**src/rtl/sha256_stream.sv**
```systemverilog
// sha256_stream: byte-stream SHA-256 hasher with internal padding, length append
// and multi-block chaining. One message in flight; digest, tag and length are
// presented with a single-cycle ovalid pulse.
module sha256_stream (
   input  logic         clk,
   input  logic         rst,
   input  logic         tvalid,
   output logic         tready,
   input  logic         tlast,
   input  logic [31:0]  tid,
   input  logic [7:0]   tdata,
   output logic         ovalid,
   output logic [31:0]  oid,
   output logic [60:0]  olen,
   output logic [255:0] osha
);

   typedef enum logic [2:0] {ACCEPT, PAD, ROUND, UPDATE, DONE} state_t;

   localparam logic [31:0] K [64] = '{
      32'h428a2f98, 32'h71374491, 32'hb5c0fbcf, 32'he9b5dba5, 32'h3956c25b, 32'h59f111f1, 32'h923f82a4, 32'hab1c5ed5,
      32'hd807aa98, 32'h12835b01, 32'h243185be, 32'h550c7dc3, 32'h72be5d74, 32'h80deb1fe, 32'h9bdc06a7, 32'hc19bf174,
      32'he49b69c1, 32'hefbe4786, 32'h0fc19dc6, 32'h240ca1cc, 32'h2de92c6f, 32'h4a7484aa, 32'h5cb0a9dc, 32'h76f988da,
      32'h983e5152, 32'ha831c66d, 32'hb00327c8, 32'hbf597fc7, 32'hc6e00bf3, 32'hd5a79147, 32'h06ca6351, 32'h14292967,
      32'h27b70a85, 32'h2e1b2138, 32'h4d2c6dfc, 32'h53380d13, 32'h650a7354, 32'h766a0abb, 32'h81c2c92e, 32'h92722c85,
      32'ha2bfe8a1, 32'ha81a664b, 32'hc24b8b70, 32'hc76c51a3, 32'hd192e819, 32'hd6990624, 32'hf40e3585, 32'h106aa070,
      32'h19a4c116, 32'h1e376c08, 32'h2748774c, 32'h34b0bcb5, 32'h391c0cb3, 32'h4ed8aa4a, 32'h5b9cca4f, 32'h682e6ff3,
      32'h748f82ee, 32'h78a5636f, 32'h84c87814, 32'h8cc70208, 32'h90befffa, 32'ha4506ceb, 32'hbef9a3f7, 32'hc67178f2
   };

   localparam logic [31:0] IV [8] = '{
      32'h6a09e667, 32'hbb67ae85, 32'h3c6ef372, 32'ha54ff53a,
      32'h510e527f, 32'h9b05688c, 32'h1f83d9ab, 32'h5be0cd19
   };

   state_t      state, state_nxt;
   logic [31:0] w     [16];   // block buffer; becomes the schedule window during ROUND
   logic [31:0] pad_w [16];
   logic [31:0] hh    [8];    // chaining value H0..H7
   logic [31:0] v     [8];    // working variables a..h
   logic [31:0] hsum  [8];
   logic [6:0]  pos;          // bytes held in the current block, 0..64
   logic [5:0]  rnd;
   logic [60:0] len;
   logic [63:0] bitlen;
   logic [31:0] tid_l;
   logic        started;      // first byte of the message already taken
   logic        padding;      // tlast seen; remaining passes are padding passes
   logic        marker;       // 0x80 terminator already placed
   logic        last_blk;     // block being compressed carries the length
   logic        final_now;
   logic [31:0] t1, t2, wnew;

   function automatic logic [31:0] bsig0(input logic [31:0] x);
      return {x[1:0], x[31:2]} ^ {x[12:0], x[31:13]} ^ {x[21:0], x[31:22]};
   endfunction

   function automatic logic [31:0] bsig1(input logic [31:0] x);
      return {x[5:0], x[31:6]} ^ {x[10:0], x[31:11]} ^ {x[24:0], x[31:25]};
   endfunction

   function automatic logic [31:0] ssig0(input logic [31:0] x);
      return {x[6:0], x[31:7]} ^ {x[17:0], x[31:18]} ^ {3'b000, x[31:3]};
   endfunction

   function automatic logic [31:0] ssig1(input logic [31:0] x);
      return {x[16:0], x[31:17]} ^ {x[18:0], x[31:19]} ^ {10'b0, x[31:10]};
   endfunction

   // State register.
   always_ff @(posedge clk or negedge rst) begin
      if (!rst) state <= ACCEPT;
      else      state <= state_nxt;
   end

   // Next-state logic and handshake outputs.
   always_comb begin
      state_nxt = state;
      tready    = 1'b0;
      ovalid    = 1'b0;
      case (state)
         ACCEPT: begin
            tready = 1'b1;
            if (tvalid) begin
               if (tlast)              state_nxt = PAD;
               else if (pos == 7'd63)  state_nxt = ROUND;
            end
         end
         PAD:    state_nxt = ROUND;
         ROUND:  if (rnd == 6'd63) state_nxt = UPDATE;
         UPDATE: state_nxt = last_blk ? DONE : (padding ? PAD : ACCEPT);
         DONE: begin
            ovalid    = 1'b1;
            state_nxt = ACCEPT;
         end
         default: state_nxt = ACCEPT;
      endcase
   end

   // Padded block: keep data bytes, 0x80 at the first free byte (once), zeros
   // after it, and the bit length in words 14-15 when it fits in this block.
   always_comb begin
      bitlen    = {len, 3'b000};
      final_now = marker || (pos <= 7'd55);
      pad_w     = w;
      for (int unsigned i = 0; i < 16; i++) begin
         for (int unsigned l = 0; l < 4; l++) begin
            if (marker || (7'(i * 4 + l) > pos))
               pad_w[i][8 * (3 - l) +: 8] = 8'h00;
            else if (7'(i * 4 + l) == pos)
               pad_w[i][8 * (3 - l) +: 8] = 8'h80;
         end
      end
      if (final_now) begin
         pad_w[14] = bitlen[63:32];
         pad_w[15] = bitlen[31:0];
      end
   end

   // Round function, next schedule word and chaining sums.
   always_comb begin
      t1   = v[7] + bsig1(v[4]) + ((v[4] & v[5]) ^ (~v[4] & v[6])) + K[rnd] + w[0];
      t2   = bsig0(v[0]) + ((v[0] & v[1]) ^ (v[0] & v[2]) ^ (v[1] & v[2]));
      wnew = ssig1(w[14]) + w[9] + ssig0(w[1]) + w[0];
      for (int unsigned i = 0; i < 8; i++) hsum[i] = hh[i] + v[i];
   end

   // Datapath: byte packing, padding, compression, chaining and result registers.
   always_ff @(posedge clk or negedge rst) begin
      if (!rst) begin
         for (int unsigned i = 0; i < 16; i++) w[i] <= '0;
         for (int unsigned i = 0; i < 8; i++) begin
            hh[i] <= IV[i];
            v[i]  <= '0;
         end
         pos      <= '0;
         rnd      <= '0;
         len      <= '0;
         tid_l    <= '0;
         started  <= 1'b0;
         padding  <= 1'b0;
         marker   <= 1'b0;
         last_blk <= 1'b0;
         oid      <= '0;
         olen     <= '0;
         osha     <= '0;
      end else begin
         case (state)
            ACCEPT: begin
               if (tvalid) begin
                  case (pos[1:0])
                     2'd0:    w[pos[5:2]][31:24] <= tdata;
                     2'd1:    w[pos[5:2]][23:16] <= tdata;
                     2'd2:    w[pos[5:2]][15:8]  <= tdata;
                     default: w[pos[5:2]][7:0]   <= tdata;
                  endcase
                  pos <= pos + 7'd1;
                  len <= len + 61'd1;
                  if (!started) begin
                     tid_l   <= tid;
                     started <= 1'b1;
                  end
                  if (tlast) padding <= 1'b1;
                  if (state_nxt == ROUND)
                     for (int unsigned i = 0; i < 8; i++) v[i] <= hh[i];
               end
            end
            PAD: begin
               for (int unsigned i = 0; i < 16; i++) w[i] <= pad_w[i];
               if (pos != 7'd64) marker <= 1'b1;
               last_blk <= final_now;
               for (int unsigned i = 0; i < 8; i++) v[i] <= hh[i];
            end
            ROUND: begin
               v[0] <= t1 + t2;
               v[1] <= v[0];
               v[2] <= v[1];
               v[3] <= v[2];
               v[4] <= v[3] + t1;
               v[5] <= v[4];
               v[6] <= v[5];
               v[7] <= v[6];
               // w[0..15] always holds W[t..t+15]; shifting covers rounds 0-15 too.
               for (int unsigned i = 0; i < 15; i++) w[i] <= w[i + 1];
               w[15] <= wnew;
               rnd   <= rnd + 6'd1;
            end
            UPDATE: begin
               for (int unsigned i = 0; i < 8; i++) hh[i] <= hsum[i];
               pos <= '0;
               if (last_blk) begin
                  osha <= {hsum[0], hsum[1], hsum[2], hsum[3], hsum[4], hsum[5], hsum[6], hsum[7]};
                  oid  <= tid_l;
                  olen <= len;
               end
            end
            DONE: begin
               for (int unsigned i = 0; i < 8; i++) hh[i] <= IV[i];
               len      <= '0;
               started  <= 1'b0;
               padding  <= 1'b0;
               marker   <= 1'b0;
               last_blk <= 1'b0;
            end
            default: ;
         endcase
      end
   end

endmodule

```
**config.mk**
```make
export PLATFORM = sky130hd
export DESIGN_NAME = sha256_stream
export DESIGN_NICKNAME = d
export VERILOG_FILES = /design/src/rtl/sha256_stream.sv
export SDC_FILE = /design/constraint.sdc
export NUM_CORES = 2
export LEC_CHECK = 0
export CAP_MARGIN = 20
export CORE_UTILIZATION = 45
export DETAILED_ROUTE_END_ITERATION = 7
export PLACE_DENSITY = 0.68
export SETUP_SLACK_MARGIN = 0.1
export SLEW_MARGIN = 40
export SYNTH_ARGS = -nofsm -noshare
export SYNTH_HDL_FRONTEND = slang
export SYNTH_SLANG_ARGS = --single-unit
```
**constraint.sdc**
```tcl
create_clock -name clk -period 8.2 [get_ports clk]
set_clock_uncertainty 0.1 [all_clocks]
set_input_delay 1.64 -clock clk [delete_from_list [all_inputs] [get_ports clk]]
set_output_delay 1.64 -clock clk [all_outputs]
set_load 0.02 [all_outputs]
```
Yosys cells after proc, flatten, opt, wreduce, memory -nomap -nowiden:

Memory sizes are Yosys's and may differ from the RTL's.
Cells that the tools add are included.

* reductions and logical operators: 145
* add/subtract/negate cells: 21
* bitwise operators: 20
* equality and inequality tests: 141
* multiplexer cells: 171
* $lt $le $gt $ge: 68

Operators by type and width (count)
* one-hot mux 512 bit (3 select lines): 2
* bitwise mux 512 bit: 4
* two-way mux 8 bit: 129
* one-hot mux 256 bit (3 select lines): 1
* adder 32 bit: 18
* demux 32 bit (select 4 bit): 4
* two-way mux 256 bit: 2
* two-way mux 512 bit: 1
* one-hot mux 256 bit (2 select lines): 1
* bitwise XOR 32 bit: 9
* equality test 6 x 7 -> 1 bit (first input constant): 32
* > comparator 6 x 7 -> 1 bit (first input constant): 32
* AND reduction 3 bit: 67
* inequality test 3 bit (second input constant): 56
* AND 32 bit: 5
* one-hot mux 61 bit (2 select lines): 1
* equality test 5 x 7 -> 1 bit (first input constant): 16
* > comparator 5 x 7 -> 1 bit (first input constant): 16
* two-way mux 32 bit: 3
* logical OR 1 bit: 65
* two-way mux 64 bit: 1
* adder 61 x 1 -> 61 bit (second input constant): 1
* two-way mux 61 bit: 1
* equality test 4 x 7 -> 1 bit (first input constant): 8
* other kinds (44): 91

* bits in read-only memories: 2048
* output and inout port bits: 351
* memories: 1
* logic and storage cells: 659
* bits of input ports: 44
* register bits: 1486

Memories
* (name not given): depth 64, width 32, read ports 1, clocked after memory_dff 0, wr ports 0, RTL line 122 `t1 = v[7] + bsig1(v[4]) + ((v[4] & v[5]) ^ (~v[4] & v[6])) + K[rnd] + w[0];`

Logic depth before layout (Yosys ltp):

* depth in word-level cells: 9
* gate-level depth with buffers: 37
* gate-level depth less buffers: 35

Least setup slack after synthesis:

Ideal clock, no wire load.

* kind: reg-to-reg
* from: register rnd[0]
* to: register v[255] (netlist bit)
* slack: 0.531 ns
* clock period less this slack: 7.669 ns
* setup time: 0.134 ns
* stages on the path, launching flop included: 32
* arrival time: 7.435 ns
* cell sequence: dfrtp_1 clkinv_1 ha_1 clkbuf_1 nor2_1 o311ai_0 a31oi_1 fa_1 inv_1 ha_1 fa_1 a211oi_1 o211a_1 o21ai_1 a221oi_2 a21oi_1 a21o_1 a21oi_1 xnor2_1 fa_1 ha_1 a21o_1 a21oi_1 o21ai_0 o211ai_1 o21ai_0 a211o_1 o31a_1 a21oi_1 xnor2_1 xnor2_1 o21ai_0

* longest elaborated chain between the ends: 8
* elaborated cells between the ends (all ways): 14
* those cells by class: add/sub (3); eq/ne (3); mux (5); bitwise (1); reduce/logical (1); memory (1)

RTL lines
* from (decl): RTL line 43 `logic [5:0] rnd;`
* from (signal assigned): RTL line 186 `rnd <= rnd + 6'd1;`
* NOT 6 -> 7 bit (not written as such): RTL line 122
* memory read (64 x 32 bit)
* two-way mux 32 bit (not written as such) (2 in series): RTL line 122
* adder 32 bit (2 in series): RTL line 122
* adder 32 bit: RTL line 175 `v[0] <= t1 + t2;`
* one-hot mux 256 bit (3 select lines): RTL line 148 `case (state)`
* to (decl): RTL line 40 `logic [31:0] v [8];`

Parallel ways exist; a longest one is shown, timed or not. The select of a mux whose other input is x is not followed.
A chain may end at the register's enable or synchronous reset.

Final worst setup path:

* from: register rnd[1]
* to: register v[255] (netlist bit)

Same word-level chain as after synthesis.

==> flow_summary_export.csv <==
group,metric,value,unit
yosys,synth_seq_cells,1486,
min_path,hp-class,"reg2reg",
drt,vias_per_cell,6.17,
clocking,clock_path_buffers,3,
worst_setup_path,crit_fanout,7,
sta,post-route-period-util,94.5,%
yosys,synthDistinctLibCells,97,
run_status,violations,"design-rule violations",
floorplanning,core,0.215,mm2
place,dp_hpwl,294000,um
run_status,status,"complete, but fails checks",
clocking,htreeDepth,4,
finish,fillers,19900,
yosys,yosys_warnings,0,
clocking,cts_tree,"done",
finish,final_util,52.2,%
clocking,cts_hold_buffers,0,
worst_setup_path,worst_path_most_repeated_cell,"o21ai_0",
worst_setup_path,reg2reg_slack,450,ps
drt,wl,405000,um
global_route,track_usage,36.2,%
worst_setup_path,cp-end-kind,"register",
floorplanning,ios,395,
sta,rsz0062_at_grt,"false",
clocking,clk_pin_slew_worst_paths,70,ps
drt,drt_first_iter_violations,11600,
floorplanning,die_y,467,um
drt,drtAntennaViolNets,0,
sta,slew_viol_final,0,
worst_setup_path,crit_slowest_cell,"o31ai_1",
drt,first_pass_iters,8,
place,portBuffers,394,
clocking,ctsRootBufferMaster,"clkbuf_16",
sta,setup_viol,0,
floorplanning,fp-row-count,170,
power,ir_worst_vdd,0.211,mV
worst_setup_path,critPathArrivalTime,8360,ps
yosys,synth_ff_type,"dfrtp_1",
drt,drc,12,
sta,hold_viol_final,0,
global_route,antenna_found_initial,10,
global_route,grt_pass1_vias,88400,
clocking,numCtsBuffers,173,
sta,worstMarginPinSlew,941,ps
worst_setup_path,crit_path_start_kind,"register",
sta,fmax,0.129,GHz
drt,wire_per_inst,26.7,um
floorplanning,die-area,0.219,mm2
floorplanning,start_util,45.3,%
place,globalplace.congestion,1.03,
global_route,grt_pass1_wl,592000,um
yosys,seq_area_frac_synth,38.3,%
sta,period_minus_slack,7750,ps
finish,final_nets,12800,
yosys,synthesis.area,0.0975,mm2
worst_setup_path,crit_required,8810,ps
sta,relSlewSlack,36.6,%
clocking,clk_latency,850,ps
global_route,grt_max_degree,246,
yosys,avgSynthCellArea,8.14,um2
clocking,cts.sinks,1486,
worst_setup_path,critPathKind,"reg2reg",
finish,drive_gt1_share,8.40,%
floorplanning,dieWidth,467,um
drt,vias,93600,
global_route,overflow,0,
yosys,syn_nets,12600,
yosys,synth-edff-count,0,
yosys,ys_async_sr_fraction,100,%
power,leakage,51.6,nW
finish,syn2layout_area_growth,15.0,%
sta,setup_tns,0,ps
power,power_density,143,mW/mm2
yosys,syn_inst,12000,
flow_run,drv_cap,0,
worst_setup_path,max_stage_delay,540,ps
## cells in the mapped netlist, types with 65 or more instances
master,number,area (um2)
nand2_1,2463,9250
dfrtp_1,1350,33800
nor2_1,1217,4570
a21oi_1,1132,5670
o21ai_0,1023,5120
clkbuf_1,754,2830
inv_1,423,1590
ha_1,401,5020
xnor2_1,359,3140
a22oi_1,327,2450
xor2_1,293,2570
a31oi_1,255,1600
a22o_1,207,1810
fa_1,197,3940
a21o_1,148,1110
dfstp_2,136,3570
nand3_1,103,515
nor3_1,102,510
nand2b_1,77,482
a211oi_1,69,518
mux2_2,65,732
## timing repair
| item | in CTS | in global routing |
|---|---|---|
| endpoints found under the setup margin | 0 | 9 |
| buffers inserted | 0 | 1 |
| resized for setup | 0 | 17 |
| endpoints found under the hold margin | 0 | 0 |
## routing by layer
| layer | wire (um) | global-route usage [%] | vias to the layer above |
|---|---|---|---|
| li1 | - | - | 41700 |
| met1 | 159000 | 46.8 | 45900 |
| met2 | 179000 | 55.7 | 4948 |
| met3 | 37600 | 7.58 | 1053 |
| met4 | 29000 | 21.9 | 6 |
| met5 | 40 | 0 | - |
## cell usage in the layout (no fill, tap or decap), drive strengths merged, types with 55 or more instances in the layout
cell type / Yosys / final
nand3: 103 / 103
o21bai: 57 / 57
nor2b: 60 / 60
and3: 55 / 55
a21oi: 1132 / 1132
a22oi: 327 / 327
clkdlybuf4s50: 0 / 392
o21ai: 1041 / 1041
a21o: 148 / 148
inv: 424 / 434
a31oi: 256 / 256
xnor2: 359 / 359
dfstp: 136 / 136
nor2: 1220 / 1220
nand2b: 77 / 77
ha: 401 / 401
dfrtp: 1350 / 1350
buf: 51 / 417
fa: 197 / 197
xor2: 293 / 293
a22o: 207 / 207
nand2: 2463 / 2463
nor3: 102 / 102
a211oi: 70 / 70
clkbuf: 755 / 250
mux2: 65 / 65
## power breakdown
part           internal [mW]  switching [mW]
Sequential              7.34         0.00360
Clock                   4.78            3.46
Combinational          0.109           0.357
## cell type report
type | instances | area (um2) | area share, %
clock buffers | 250 | 5050 | 4.51
flip-flops and latches | 1486 | 37400 | 33.3
clock inverters | 72 | 917 | 0.818
repair buffers | 809 | 7730 | 6.89
diodes | 4 | 10.0 | 0.00893
inverters | 430 | 1620 | 1.45
multi-input cells | 9264 | 55900 | 49.8
well taps | 2838 | 3550 | 3.17
## stage by stage
step                hold WS (ps)  setup WS [ps]  cells  power [mW]  instance area [um2]
floorplan                    335            531  12000        7.64                97500
global placement             344            213  14800        7.92               105000
detailed placement           352            344  14800        7.93               106000
CTS                          363            286  15100        16.1               112000
global route                 386           88.9  15200        16.4               112000
finish                       368            449  15200        16.0               112000
## critical path, delay by kind of cell (launching register included)
kind,cells,cell delay (ps)
compound gates,16,3300
fa+ha+maj,5,1820
buf+inv,5,820
simple gates,6,640
xor+xnor,3,490
flops,1,440
## cell families (layout without fill, tap and decap cells)
family                     count (synthesis)  in the layout  synth area share (%)
DFF                                     1486           1486                  38.3
other                                      0              4                     0
adders and majority gates                628            628                  9.50
and+or+nand+nor                         4256           4256                  17.7
AOI/OAI and AO/OA                       3645           3645                  22.9
xor gates and xnor gates                 653            653                  5.88
muxes                                     82             82                 0.977
buffers and inverters                   1236           1561                  4.77
## path summary, 6_finish.rpt
kind                       cells past startpoint  startpoint        end
max in group asynchronous                      4         rst    hh[216]
min                                            2   tid_l[22]    oid[22]
min reg2reg                                    2   tid_l[22]    oid[22]
min in group asynchronous                      1         rst  async pin
max reg2reg                                   35      rnd[1]     v[255]
max                                           35      rnd[1]     v[255]
Note: power is estimated with default switching activity, not from simulation.
